### src/rtl/gpioemu_host.sv
// Register-bus initiator for the gpioemu multiply/popcount peripheral.
// It takes one (A1, A2) command, runs the write/poll/read sequence on the bus and returns W, L and the flags.
module gpioemu_host #(
    parameter int          STROBE_CYCLES = 2,
    parameter int          START_WAIT    = 4,
    parameter int          POLL_GAP      = 2,
    parameter int          MAX_POLLS     = 16,
    parameter logic [15:0] ADDR_A1       = 16'h037F,
    parameter logic [15:0] ADDR_A2       = 16'h0388,
    parameter logic [15:0] ADDR_CTRL     = 16'h03A0,
    parameter logic [15:0] ADDR_W        = 16'h0390,
    parameter logic [15:0] ADDR_L        = 16'h0398
) (
    input  logic        clk,
    input  logic        reset,
    input  logic        cmd_valid,
    output logic        cmd_ready,
    input  logic [23:0] cmd_a1,
    input  logic [23:0] cmd_a2,
    output logic        rsp_valid,
    output logic [31:0] rsp_w,
    output logic [23:0] rsp_ones,
    output logic        rsp_ovf,
    output logic        rsp_timeout,
    output logic        busy,
    output logic [15:0] saddress,
    output logic        srd,
    output logic        swr,
    output logic [31:0] sdata_out,
    input  logic [31:0] sdata_in
);

    localparam int SCW  = $clog2(STROBE_CYCLES + 1);
    localparam int PCW  = $clog2(MAX_POLLS + 1);
    localparam int WMAX = (START_WAIT > POLL_GAP) ? START_WAIT : POLL_GAP;
    localparam int WCW  = (WMAX < 2) ? 1 : $clog2(WMAX + 1);

    typedef enum logic [3:0] {
        S_IDLE,
        S_WR_A1,
        S_WR_A2,
        S_WR_START,
        S_WAIT,
        S_RD_STAT,
        S_RD_W,
        S_RD_L,
        S_RESP
    } state_t;

    typedef enum logic [1:0] {
        PH_SETUP,
        PH_STROBE,
        PH_HOLD
    } phase_t;

    state_t      state;
    phase_t      phase;
    logic [SCW-1:0] scnt;
    logic [WCW-1:0] wcnt;
    logic [PCW-1:0] poll_cnt;
    logic [23:0] a1_q;
    logic [23:0] a2_q;
    logic [31:0] rd_data;
    logic [31:0] w_q;
    logic        ovf_q;
    logic        rd_xfer;

    assign rd_xfer = (state == S_RD_STAT) || (state == S_RD_W) || (state == S_RD_L);

    // Address/data are loaded on the edge entering SETUP and only change on the edge leaving HOLD.
    always_ff @(posedge clk) begin
        if (reset) begin
            state       <= S_IDLE;
            phase       <= PH_SETUP;
            scnt        <= '0;
            wcnt        <= '0;
            poll_cnt    <= '0;
            a1_q        <= '0;
            a2_q        <= '0;
            rd_data     <= '0;
            w_q         <= '0;
            ovf_q       <= 1'b0;
            cmd_ready   <= 1'b1;
            busy        <= 1'b0;
            rsp_valid   <= 1'b0;
            rsp_w       <= '0;
            rsp_ones    <= '0;
            rsp_ovf     <= 1'b0;
            rsp_timeout <= 1'b0;
            saddress    <= '0;
            sdata_out   <= '0;
            srd         <= 1'b0;
            swr         <= 1'b0;
        end else begin
            rsp_valid <= 1'b0;
            case (state)
                S_IDLE: begin
                    if (cmd_valid) begin
                        a1_q      <= cmd_a1;
                        a2_q      <= cmd_a2;
                        poll_cnt  <= '0;
                        ovf_q     <= 1'b0;
                        cmd_ready <= 1'b0;
                        busy      <= 1'b1;
                        state     <= S_WR_A1;
                        phase     <= PH_SETUP;
                        saddress  <= ADDR_A1;
                        sdata_out <= {8'h00, cmd_a1};
                    end
                end

                S_WAIT: begin
                    if (wcnt <= WCW'(1)) begin
                        state    <= S_RD_STAT;
                        phase    <= PH_SETUP;
                        saddress <= ADDR_CTRL;
                    end else begin
                        wcnt <= wcnt - WCW'(1);
                    end
                end

                S_RESP: begin
                    busy      <= 1'b0;
                    cmd_ready <= 1'b1;
                    state     <= S_IDLE;
                end

                S_WR_A1, S_WR_A2, S_WR_START, S_RD_STAT, S_RD_W, S_RD_L: begin
                    case (phase)
                        PH_SETUP: begin
                            phase <= PH_STROBE;
                            scnt  <= SCW'(1);
                            if (rd_xfer) srd <= 1'b1;
                            else         swr <= 1'b1;
                        end

                        PH_STROBE: begin
                            if (scnt == SCW'(STROBE_CYCLES)) begin
                                phase   <= PH_HOLD;
                                srd     <= 1'b0;
                                swr     <= 1'b0;
                                rd_data <= sdata_in;
                            end else begin
                                scnt <= scnt + SCW'(1);
                            end
                        end

                        PH_HOLD: begin
                            phase <= PH_SETUP;
                            case (state)
                                S_WR_A1: begin
                                    state     <= S_WR_A2;
                                    saddress  <= ADDR_A2;
                                    sdata_out <= {8'h00, a2_q};
                                end
                                S_WR_A2: begin
                                    state     <= S_WR_START;
                                    saddress  <= ADDR_CTRL;
                                    sdata_out <= '0;
                                end
                                S_WR_START: begin
                                    sdata_out <= '0;
                                    if (START_WAIT == 0) begin
                                        state    <= S_RD_STAT;
                                        saddress <= ADDR_CTRL;
                                    end else begin
                                        state    <= S_WAIT;
                                        wcnt     <= WCW'(START_WAIT);
                                        saddress <= '0;
                                    end
                                end
                                S_RD_STAT: begin
                                    poll_cnt  <= poll_cnt + PCW'(1);
                                    sdata_out <= '0;
                                    if (rd_data[1]) begin
                                        // bit0 set means the product fit in 32 bits
                                        ovf_q    <= ~rd_data[0];
                                        state    <= S_RD_W;
                                        saddress <= ADDR_W;
                                    end else if (poll_cnt == PCW'(MAX_POLLS - 1)) begin
                                        state       <= S_RESP;
                                        saddress    <= '0;
                                        rsp_valid   <= 1'b1;
                                        rsp_w       <= '0;
                                        rsp_ones    <= '0;
                                        rsp_ovf     <= 1'b0;
                                        rsp_timeout <= 1'b1;
                                    end else if (POLL_GAP == 0) begin
                                        state    <= S_RD_STAT;
                                        saddress <= ADDR_CTRL;
                                    end else begin
                                        state    <= S_WAIT;
                                        wcnt     <= WCW'(POLL_GAP);
                                        saddress <= '0;
                                    end
                                end
                                S_RD_W: begin
                                    w_q      <= rd_data;
                                    state    <= S_RD_L;
                                    saddress <= ADDR_L;
                                end
                                S_RD_L: begin
                                    state       <= S_RESP;
                                    saddress    <= '0;
                                    sdata_out   <= '0;
                                    rsp_valid   <= 1'b1;
                                    rsp_w       <= w_q;
                                    rsp_ones    <= rd_data[23:0];
                                    rsp_ovf     <= ovf_q;
                                    rsp_timeout <= 1'b0;
                                end
                                default: begin
                                    state    <= S_IDLE;
                                    saddress <= '0;
                                end
                            endcase
                        end

                        default: phase <= PH_SETUP;
                    endcase
                end

                default: begin
                    state     <= S_IDLE;
                    phase     <= PH_SETUP;
                    busy      <= 1'b0;
                    cmd_ready <= 1'b1;
                    saddress  <= '0;
                    sdata_out <= '0;
                    srd       <= 1'b0;
                    swr       <= 1'b0;
                end
            endcase
        end
    end

endmodule

### config.mk
export PLATFORM = sky130hd
export DESIGN_NAME = gpioemu_host
export DESIGN_NICKNAME = d
export VERILOG_FILES = /design/src/rtl/gpioemu_host.sv
export SDC_FILE = /design/constraint.sdc
export NUM_CORES = 1
export LEC_CHECK = 0
export CAP_MARGIN = 20
export CORE_MARGIN = 1
export CORE_UTILIZATION = 49
export CTS_CLUSTER_DIAMETER = 100
export DETAILED_ROUTE_END_ITERATION = 7
export PLACE_DENSITY = 0.76
export RECOVER_POWER = 100
export SETUP_SLACK_MARGIN = 0.2
export SYNTH_ARGS = -nofsm -noshare
export SYNTH_HDL_FRONTEND = slang
export SYNTH_SLANG_ARGS = --single-unit
### constraint.sdc
create_clock -name clk -period 2.5 [get_ports clk]
set_input_delay 0.75 -clock clk [delete_from_list [all_inputs] [get_ports clk]]
set_output_delay 0.75 -clock clk [all_outputs]
set_load 0.02 [all_outputs]
# Word-level counts from Yosys, hierarchy flattened
# Index checks and enable logic that the tools add are counted.
# totals
mem_bits_rw	0
mem_count	0
latch_bits	0
input_bits	83
mem_bits_ro	0
register_bits	216
out_inout_bits	111
# op_classes
shift	0
div_mod_pow	0
bitwise	7
reduce_logical	29
n_mux	64
mul	0
n_lt_le_gt_ge	1
n_eq_ne	29
add_sub_neg	3
# op_table
cell	n
32-bit two-way mux	4
32-bit case mux with 2 select lines	2
32-bit case mux with 3 select lines	1
16-bit case mux with 4 select lines	1
16-bit two-way mux	3
24-bit two-way mux	2
24-bit case mux with 2 select lines	1
10-bit case mux with 4 select lines	1
4-bit case mux with 6 select lines	1
4-bit AND reduction	6
3-bit != test (second input constant)	7
4-bit two-way mux	5
1-bit case mux with 2 select lines	10
4-bit by 3-bit equality test with 1-bit output (second input constant)	4
2-bit != test (second input constant)	8
5-bit two-way mux	3
1-bit two-way mux	14
3-bit two-way mux	4
3-bit case mux with 2 select lines	2
4-bit case mux with 3 select lines	1
3-bit AND reduction	4
10-bit two-way mux	1
5-bit case mux with 2 select lines	1
5-bit AND reduction	2
other kinds (27)	45

# Logic depth before layout (Yosys ltp)
# Gate-level depths: netlist of run 1.
# logic_depth
depth_word	6
depth_mapped	8

# Worst setup path before layout of run 1
# No wires, ideal clock.
# synth_timing
kind	input to register
start	input port cmd_valid
end	register sdata_out[13]
stages	7
arrival_time_ns	1.863
setup_time_ns	0.146
t_required_ns	2.354
path_buffers	3
setup_slack_ns	0.491
cell_sequence	buf_2 > nor2_1 > o311ai_2 > and2_0 > buf_2 > buf_4 > a211oi_2
# synth_between
elab_chain_cells	2
# synth_lines
element	line_no	text
from (decl)	16	input logic cmd_valid,
2-bit != test (no line)	--	
4-bit AND reduction (no line)	--	
to (signal assigned)	108	sdata_out <= {8'h00, cmd_a1};
to (signal assigned)	154	sdata_out <= {8'h00, a2_q};
to (decl)	29	output logic [31:0] sdata_out,
# No other way between the ends.
# A chain may end at the register's enable or synchronous reset.

# Final worst setup path of run 1
# layout_timing
start	register sdata_out[0]
end	output port sdata_out[0]
# No word-level cell between the ends.

==> run summary, run 1 <==
Post-Syn Area: 7850 um2
Reg power frac: 39.1%
status: finished clean
clk_skew: 0.008668 ns
Netlist cell types: 64
CP max stage delay: 0.71 ns
clock buffer depth: 2
Pre-antenna DRT Iters: 5
clock sink count: 198
first-pass GRT wire length: 32130 um
FF+latch count, synth: 198
RSZ-0062 raised after global routing: no
CP max FO: 2
Fin. Hold Viols: 0
core area: 15430 um2
CTS tree: yes
Pwr per Cell Area: 957.3 nW/um2
Post-synth EDFFs: 0
clk root buf: clkbuf_16
Slew @ Worst Pin: 0.9142 ns
CTS buffer count: 17
Worst Setup End Kind: primary output
drt total wl: 20300 um
dominant synthesized flop cell: dfxtp_1
Die ar.: 16530 um2
GRT Overall Usage: 24.60%
number of global-route vias before repair: 6436
WL/cell: 15.89 um
DP Worst Slack: 0.004804 ns
Die Ht: 128.6 um
Startpoint Class: flip-flop
clock group share of total power: 26.4%
YS warnings: 0
Reg clk slew, reported paths: 0.07 ns
worst vdd ir: 0.5563 mV
clk_lat worst skew: 0.42 ns
die outline width: 128.6 um
vias: 6963
P_sw: 3.413 mW
CTS H-Tree Depth: 4
PnR worst setup slack: 0.2645 ns
worst path required time: 1.75 ns
sw frac: 34.79%
Post-DP HPWL: 12930 um
layout cells sized above 1: 7.591%
Async S/R FF share, synth: 0%
# DRC: 0
initial DRC count: 470
Seq/Total Area, Yosys: 50.49%
pin count of the biggest net entering global routing: 176
Mapped Avg Cell Area: 8.664 um2
number of setup buffers added after CTS: 0
# hold bufs at CTS: 0
Comb pwr share: 34.5%
crit path time final: 2.236 ns
Layout Nets: 1144
multi-input logic area: 3326 um2
initial cell density of the core: 50.88%
filler cell count: 1323
Slowest-stage cell, CP: dlygate4sd3_1
Final TNS setup: 0 ns
R2R setup slack: 0.33 ns
Routed Antenna Nets: 0
Register Area: 3964 um2
Slew Limit Fails: 0
RD Place Congestion: 0.9002
Hold WC Path Type: flip-flop to flip-flop
Final period util: 89.42%
vias per cell: 5.448
n_diodes: 0
initial antenna violation count: 0
internal power: 6.396 mW
# IOs: 194
post-CTS resize count: 0
num rows: 45
Slew headroom: 39.06%
leakage power: 3.911 nW
PortBufs: 179
grt ovf: 0
delay-heaviest family, CP: buffers and inverters
Mapped Cells: 906
CP cell instances: dlygate4sd3_1
critical path arrival: 1.49 ns
Layout area overhead: 30.52%
# setup viols final: 0
Peak Freq: 0.4473 GHz
WS Path Type: flip-flop to primary output
Max Cap Viol: 0
CP Buf/Inv Count: 1
==> final timing paths <==
kind | to | cells after the start | startpoint
setup / recovery | sdata_out[0] | 1 | sdata_out[0]
hold / removal | cmd_ready | 2 | cmd_ready
setup reg to reg | state[2] | 7 | wcnt[1]
hold reg to reg | cmd_ready | 2 | cmd_ready
==> power by group through the flow <==
stage                     combinational [mW]  sequential, mW  clock (mW)
after floorplan                         2.09            4.13           0
after global placement                  3.52            3.92           0
after detailed placement                3.58            3.92           0
after CTS                               3.60            3.86        2.64
after global routing                    3.66            3.88        2.77
final                                   3.38            3.84        2.59
==> sequential cells by signal, summed over array words and instances, names as in the netlist, 2 cells and up <==
name,count
rd_data,32
rsp_w,32
w_q,32
a2_q,24
rsp_ones,24
sdata_out,24
saddress,6
poll_cnt,5
state,4
wcnt,3
phase,2
scnt,2
==> cells in the final DEF, fill, tap and decap left out, types with 5 or more instances in the layout <==
master,count
a211oi_1,19
a211oi_2,11
a21oi_1,121
a22oi_1,84
buf_4,24
clkbuf_16,17
clkdlybuf4s50_1,81
conb_1,14
dfxtp_1,198
dlygate4sd3_1,97
ha_1,5
inv_1,15
nand2_1,187
nand3_1,5
nor2_1,74
nor2b_1,5
nor3_1,7
o21ai_0,12
==> area by class of cell <==
class | count | share of cell area, %
Clock buffer | 21 | 4.494
Clock inverter | 9 | 0.9036
Inverter | 15 | 0.5495
Multi-Input combinational cell | 611 | 32.46
Sequential cell | 198 | 38.69
Tap cell | 211 | 2.577
Timing Repair Buffer | 213 | 20.33
==> layer usage <==
| metal | wire length [um] | global-route usage, % | part of all wire, % |
|---|---|---|---|
| met5 | 0 | 0 | 0 |
| met4 | 431 | 8.789 | 2.1 |
| met3 | 1352 | 6.902 | 6.7 |
| met2 | 9913 | 41.81 | 49 |
| met1 | 8605 | 29.76 | 42 |
==> cell usage after synthesis, types with 4 or more instances <==
cell type	count	area (um2)
a211oi_1	11	82.58
a211oi_2	19	237.7
a21oi_1	121	605.6
a22oi_1	84	630.6
buf_2	19	95.09
buf_4	23	172.7
buf_6	4	45.04
clkbuf_1	49	183.9
dfxtp_1	198	3964
ha_1	5	62.56
inv_1	15	56.30
nand2_1	187	701.9
nand3_1	5	25.02
nor2_1	74	277.8
nor2b_1	5	31.28
nor3_1	8	40.04
o21ai_0	11	55.05
==> through the flow <==
step,hold slack (ns),area [um2],power [mW],std cells,utilization (%)
after floorplan,0.4321,7899,6.223,919,-
after global placement,0.4310,9801,7.436,1248,63.53
after detailed placement,0.4317,9801,7.496,1248,63.53
after CTS,0.4423,10350,10.11,1278,67.11
after global routing,0.4646,10250,10.31,1278,66.42
final,0.4358,10250,9.809,1278,66.42
==> cell families (layout without fill, tap and decap cells) <==
kind of cell / after synthesis / in the layout / synth area share, %
other cells: 1 / 14 / 0.04777
flops: 198 / 198 / 50.49
fa+ha+maj: 5 / 5 / 0.7969
simple gates: 309 / 309 / 16.74
compound gates: 279 / 279 / 24.42
buf+inv: 110 / 258 / 7.045
xor+xnor: 3 / 3 / 0.3348
mux: 1 / 1 / 0.1275
Power figures use the tool's default switching activity.
==> run 2, diff against run 1 <==
--- a/config.mk
+++ b/config.mk
@@ -5,12 +5,13 @@
 export SDC_FILE = /design/constraint.sdc
 export NUM_CORES = 1
 export LEC_CHECK = 0
+export ABC_AREA = 1
 export CAP_MARGIN = 20
 export CORE_MARGIN = 1
 export CORE_UTILIZATION = 49
 export CTS_CLUSTER_DIAMETER = 100
 export DETAILED_ROUTE_END_ITERATION = 7
-export PLACE_DENSITY = 0.76
+export PLACE_DENSITY = 0.77
 export RECOVER_POWER = 100
 export SETUP_SLACK_MARGIN = 0.2
 export SYNTH_ARGS = -nofsm -noshare
==> run 2 against run 1 <==
- clock power up 8.5%
- clock skew shrank 0.0024 ns
- highest routed layer unchanged
- setup slack lost 0.036 ns
- first-iteration DRC count is 23% lower
- non-clock buffer count decreased by 18
- critical endpoint is now saddress[0]
==> run summary, run 2 <==
status: finished clean
Max Cap Viol: 0
clock sink count: 198
adder-cell area share of the yosys netlist: 0.7982%
delay-heaviest family, CP: buffers and inverters
GR Layer Usage met3: 6.778%
reg2reg start: state[1]
Async S/R FF share, synth: 0%
DP Worst Slack: 0.1972 ns
core area: 15430 um2
clk_skew: 0.006218 ns
# setup viols final: 0
Mapped Avg Cell Area: 8.198 um2
drt total wl: 18830 um
Routed Antenna Nets: 0
Final TNS setup: 0 ns
Final period util: 90.87%
n_diodes: 0
GRT Max-Usage Layer: met2
GR Util met2: 36.98%
post-synthesis compound-gate area fraction: 21.41%
Seq/Total Area, Yosys: 50.57%
PortBufs: 179
Startpoint Class: flip-flop
Synth Area in XOR/XNOR: 0.1117%
crit path launch: saddress[6]
die outline width: 128.5 um
pin count of the biggest net entering global routing: 100
top cell type's share of synthesized area: 50.57%
CTS H-Tree Depth: 4
clock buffer depth: 2
worst path required time: 1.75 ns
initial DRC count: 363
layout cells sized above 1: 6.110%
vias: 6830
CTS tree: yes
crit path time final: 2.272 ns
YS warnings: 0
number of setup buffers added after CTS: 0
Layout Nets: 1189
Post-DP HPWL: 12190 um
grt ovf: 0
largest registers: rd_data x32, rsp_w x32, w_q x32
Slew headroom: 39.63%
Die ar.: 16500 um2
RD Place Congestion: 0.9036
Fin. Hold Viols: 0
Slew Limit Fails: 0
Layout area overhead: 29.23%
clk_lat worst skew: 0.42 ns
beginning of the worst hold path: w_q[2]
M1 GR Usage: 29.66%
area leader, netlist: dfxtp_1
most common cell in the synthesized netlist: dfxtp_1
CP max FO: 5
# DRC: 0
Slowest-stage cell, CP: dlygate4sd3_1
num rows: 45
CP max stage delay: 0.70 ns
dominant synthesized flop cell: dfxtp_1
initial antenna violation count: 0
Reg2Reg Depth: 9
simple-gate share of the synthesized area: 17.72%
critical path arrival: 1.52 ns
post-synthesis mux area share: 0%
WL/cell: 14.22 um
FF+latch count, synth: 198
worst vdd ir: 0.5328 mV
Hold WC Path Type: flip-flop to flip-flop
clk root buf: clkbuf_16
RSZ-0062 raised after global routing: no
CTS buffer count: 17
Reg clk slew, reported paths: 0.07 ns
WP depth: 1
CP cell instances: dlygate4sd3_1
# IOs: 194
Peak Freq: 0.4402 GHz
vias per cell: 5.159
GRT Overall Usage: 22.95%
leakage power: 4.095 nW
largest family of logic cells by synthesized area: compound AO/OA/AOI/OAI gates
most common cell after layout, fill and taps aside: dfxtp_1
PnR worst setup slack: 0.2284 ns
first-pass GRT wire length: 30290 um
# hold bufs at CTS: 0
Worst Setup End Kind: primary output
Netlist cell types: 34
initial cell density of the core: 50.80%
Post-Syn Area: 7838 um2
ranking of synthesized cells by area: dfxtp_1 51%, a21oi_1 6.8%, nor2_1 6.8%
number of global-route vias before repair: 6065
WS Path Type: flip-flop to primary output
Slew @ Worst Pin: 0.9055 ns
Hold Path Depth: 2
post-CTS resize count: 0
CP Buf/Inv Count: 1
Post-synth top cells: 198 x dfxtp_1, 141 x nor2_1, 106 x a21oi_1
Die Ht: 128.5 um
Pwr per Cell Area: 895.1 nW/um2
commonest cells after routing, fill and taps aside: 198 x dfxtp_1, 146 x nor2_1, 111 x a21oi_1
Post-synth EDFFs: 0
Pre-antenna DRT Iters: 5
Mapped Cells: 956
-- run 2: routing by layer --
layer  routed length [um]  up-vias
met5                    0        -
met3                 1729       21
met4                  263        0
met1                 8361     3095
li1                     -     3459
met2                 8477      255
-- run 2: through the flow --
step | hold slack, ns | area, um2 | total power [mW] | utilization [%] | instances
finish | 0.4437 | 10130 | 9.066 | 65.65 | 1324
global route | 0.4651 | 10130 | 9.595 | 65.65 | 1324
CTS | 0.4453 | 10270 | 9.243 | 66.55 | 1324
detailed placement | 0.4357 | 9654 | 6.437 | 62.58 | 1293
global placement | 0.4118 | 9654 | 6.385 | 62.58 | 1293
floorplan | 0.4027 | 7886 | 5.618 | - | 969
-- run 2: cell type report --
| class | instances | area, um2 |
|---|---|---|
| clock buffers | 20 | 466.7 |
| clock inverters | 11 | 145.1 |
| repair buffers | 195 | 1953 |
| multi-input cells | 622 | 3084 |
| fillers | 1361 | 5299 |
| flip-flops and latches | 198 | 3964 |
| well taps | 211 | 264.0 |
| inverters | 67 | 251.5 |
-- run 2: final timing paths --
kind             endpoint  slack [ns]
min                w_q[2]        0.44
min reg2reg        w_q[2]        0.44
max reg2reg  rsp_ones[14]        0.35
max           saddress[0]        0.23
-- run 2: logic make-up (layout without fill, tap and decap cells) --
group	Yosys count	after routing
fa+ha+maj	5	5
compound gates	282	282
other cells	1	14
flops	198	198
xor+xnor	1	1
simple gates	320	320
buf+inv	149	293
-- run 2: report_power, final --
part	internal, mW	switching [mW]
logic	0.957	1.62
clock network	1.65	1.15
registers	3.49	0.202
==> run 3, diff against run 2 <==
--- a/config.mk
+++ b/config.mk
@@ -7,10 +7,12 @@
 export LEC_CHECK = 0
 export ABC_AREA = 1
 export CAP_MARGIN = 20
+export CORE_ASPECT_RATIO = 1.75
 export CORE_MARGIN = 1
 export CORE_UTILIZATION = 49
 export CTS_CLUSTER_DIAMETER = 100
 export DETAILED_ROUTE_END_ITERATION = 7
+export GPL_TIMING_DRIVEN = 1
 export PLACE_DENSITY = 0.77
 export RECOVER_POWER = 100
 export SETUP_SLACK_MARGIN = 0.2
==> run 3 against run 2 <==
- the run now ends with DRC left
- critical path depth is the same
- flip-flop and latch count is the same
- count of clock-buffer cells in the layout shrank 2
- cell count shrank 1.8%
==> run summary, run 3 (synthesis results as in run 2) <==
GRT Overall Usage: 23.14%
CTS buffer count: 17
Hold Path Depth: 1
status: complete, but fails checks
Max Cap Viol: 0
clock buffer depth: 2
number of global-route vias before repair: 6406
WL/cell: 14.87 um
Hold WC Path Type: flip-flop to flip-flop
Reg clk slew, reported paths: 0.08 ns
Worst Setup End Kind: primary output
clk_skew: 0.01992 ns
number of setup buffers added after CTS: 0
RSZ-0062 raised after global routing: no
Final TNS setup: 0 ns
# DRC: 30
commonest cells after routing, fill and taps aside: 198 x dfxtp_1, 146 x nor2_1, 113 x nand2_1
CP max FO: 2
layout cells sized above 1: 6.379%
Die Ht: 169.3 um
CP cell instances: dlygate4sd3_1
R2R setup slack: 0.30 ns
Slew @ Worst Pin: 0.6383 ns
most common cell after layout, fill and taps aside: dfxtp_1
vias: 6914
PortBufs: 179
RD Place Congestion: 0.9204
Slowest-stage cell, CP: dlygate4sd3_1
worst path required time: 1.75 ns
worst vdd ir: 0.5161 mV
Peak Freq: 0.4460 GHz
WS Path Type: flip-flop to primary output
initial DRC count: 328
Worst Hold End: scnt[0]
num rows: 60
Post-DP HPWL: 12650 um
Slew Limit Fails: 0
Slew headroom: 57.45%
# hold bufs at CTS: 0
Routed Antenna Nets: 0
vias per cell: 5.318
CTS tree: yes
Pwr per Cell Area: 895.4 nW/um2
crit path time final: 2.242 ns
drt total wl: 19330 um
Final period util: 89.69%
Layout Nets: 1188
clk_lat worst skew: 0.43 ns
# placed instances: 1267
clock sink count: 198
# IOs: 194
Startpoint Class: flip-flop
die outline width: 97.61 um
CP Buf/Inv Count: 1
beginning of the worst hold path: scnt[0]
Die ar.: 16530 um2
core area: 15540 um2
Reg2Reg Depth: 9
clk root buf: clkbuf_16
critical path arrival: 1.49 ns
post-CTS resize count: 0
worst r2r dst: rsp_ones[1]
CP max stage delay: 0.72 ns
pin count of the biggest net entering global routing: 100
final non-filler cell total: 1300
initial antenna violation count: 1
first-pass GRT wire length: 30710 um
reg2reg start: poll_cnt[0]
Pre-antenna DRT Iters: 8
Fin. Hold Viols: 0
delay-heaviest family, CP: buffers and inverters
failing checks: DRC
# setup viols final: 0
initial cell density of the core: 50.43%
grt ovf: 0
Layout area overhead: 29.61%
largest registers: rd_data x32, rsp_w x32, w_q x32
leakage power: 4.100 nW
CTS H-Tree Depth: 4
-- run 3: final cells by class --
cell class | instances | area, um2
fill | 1327 | 5381
sequential | 198 | 3964
multi-input combinational | 622 | 3100
timing repair buffer | 194 | 1991
clock buffer | 18 | 429.2
inverter | 67 | 251.5
tap | 186 | 232.7
clock inverter | 14 | 187.7
antenna | 1 | 2.502
-- run 3: worst register-to-register path: stages, from the launching register on --
cell	delay, ns
dfxtp_1	0.38
ha_1	0.21
and3_1	0.18
ha_1	0.19
a21oi_1	0.10
nor2_1	0.22
nand2_4	0.20
clkbuf_2	0.31
a22oi_1	0.24
nor2_1	0.05
-- run 3: per-layer routing --
layer / GRT usage, % / wire (um) / vias up
met5: 0 / 0 / -
met3: 5.231 / 1207 / 44
met2: 41.47 / 9927 / 235
met1: 25.56 / 7545 / 3181
met4: 11.46 / 650 / 0
li1: - / - / 3454
-- run 3: worst max path at each step --
| stage | startpoint | end | slack [ns] | depth (start not counted) |
|---|---|---|---|---|
| finish | rsp_w[9] | rsp_w[9] | 0.26 | 1 |
| global route | poll_cnt[0] | rsp_w[22] | 0.16 | 9 |
| CTS | saddress[6] | saddress[0] | 0.27 | 1 |
| detailed placement | cmd_valid | sdata_out[11] | 0.15 | 7 |
| global placement | cmd_valid | sdata_out[12] | 0.21 | 7 |
| floorplan | cmd_valid | sdata_out[10] | 0.64 | 7 |
-- run 3: through the flow --
stage	hold WS (ns)	power [mW]	instance area [um2]	setup WS, ns	utilization, %
final	0.4274	9.096	10160	0.2579	65.37
after global routing	0.4588	9.582	10160	0.1609	65.37
after CTS	0.4264	9.262	10260	0.2698	66.01
after detailed placement	0.4161	6.482	9641	0.1540	62.04
after global placement	0.4129	6.429	9641	0.2129	62.04
after floorplan	0.4027	5.618	7886	0.6377	-
-- run 3: report_power, final --
part / total (mW) / switching, mW / internal [mW]
registers: 3.68 / 0.195 / 3.48
clock network: 2.78 / 1.34 / 1.44
logic: 2.64 / 1.65 / 0.991
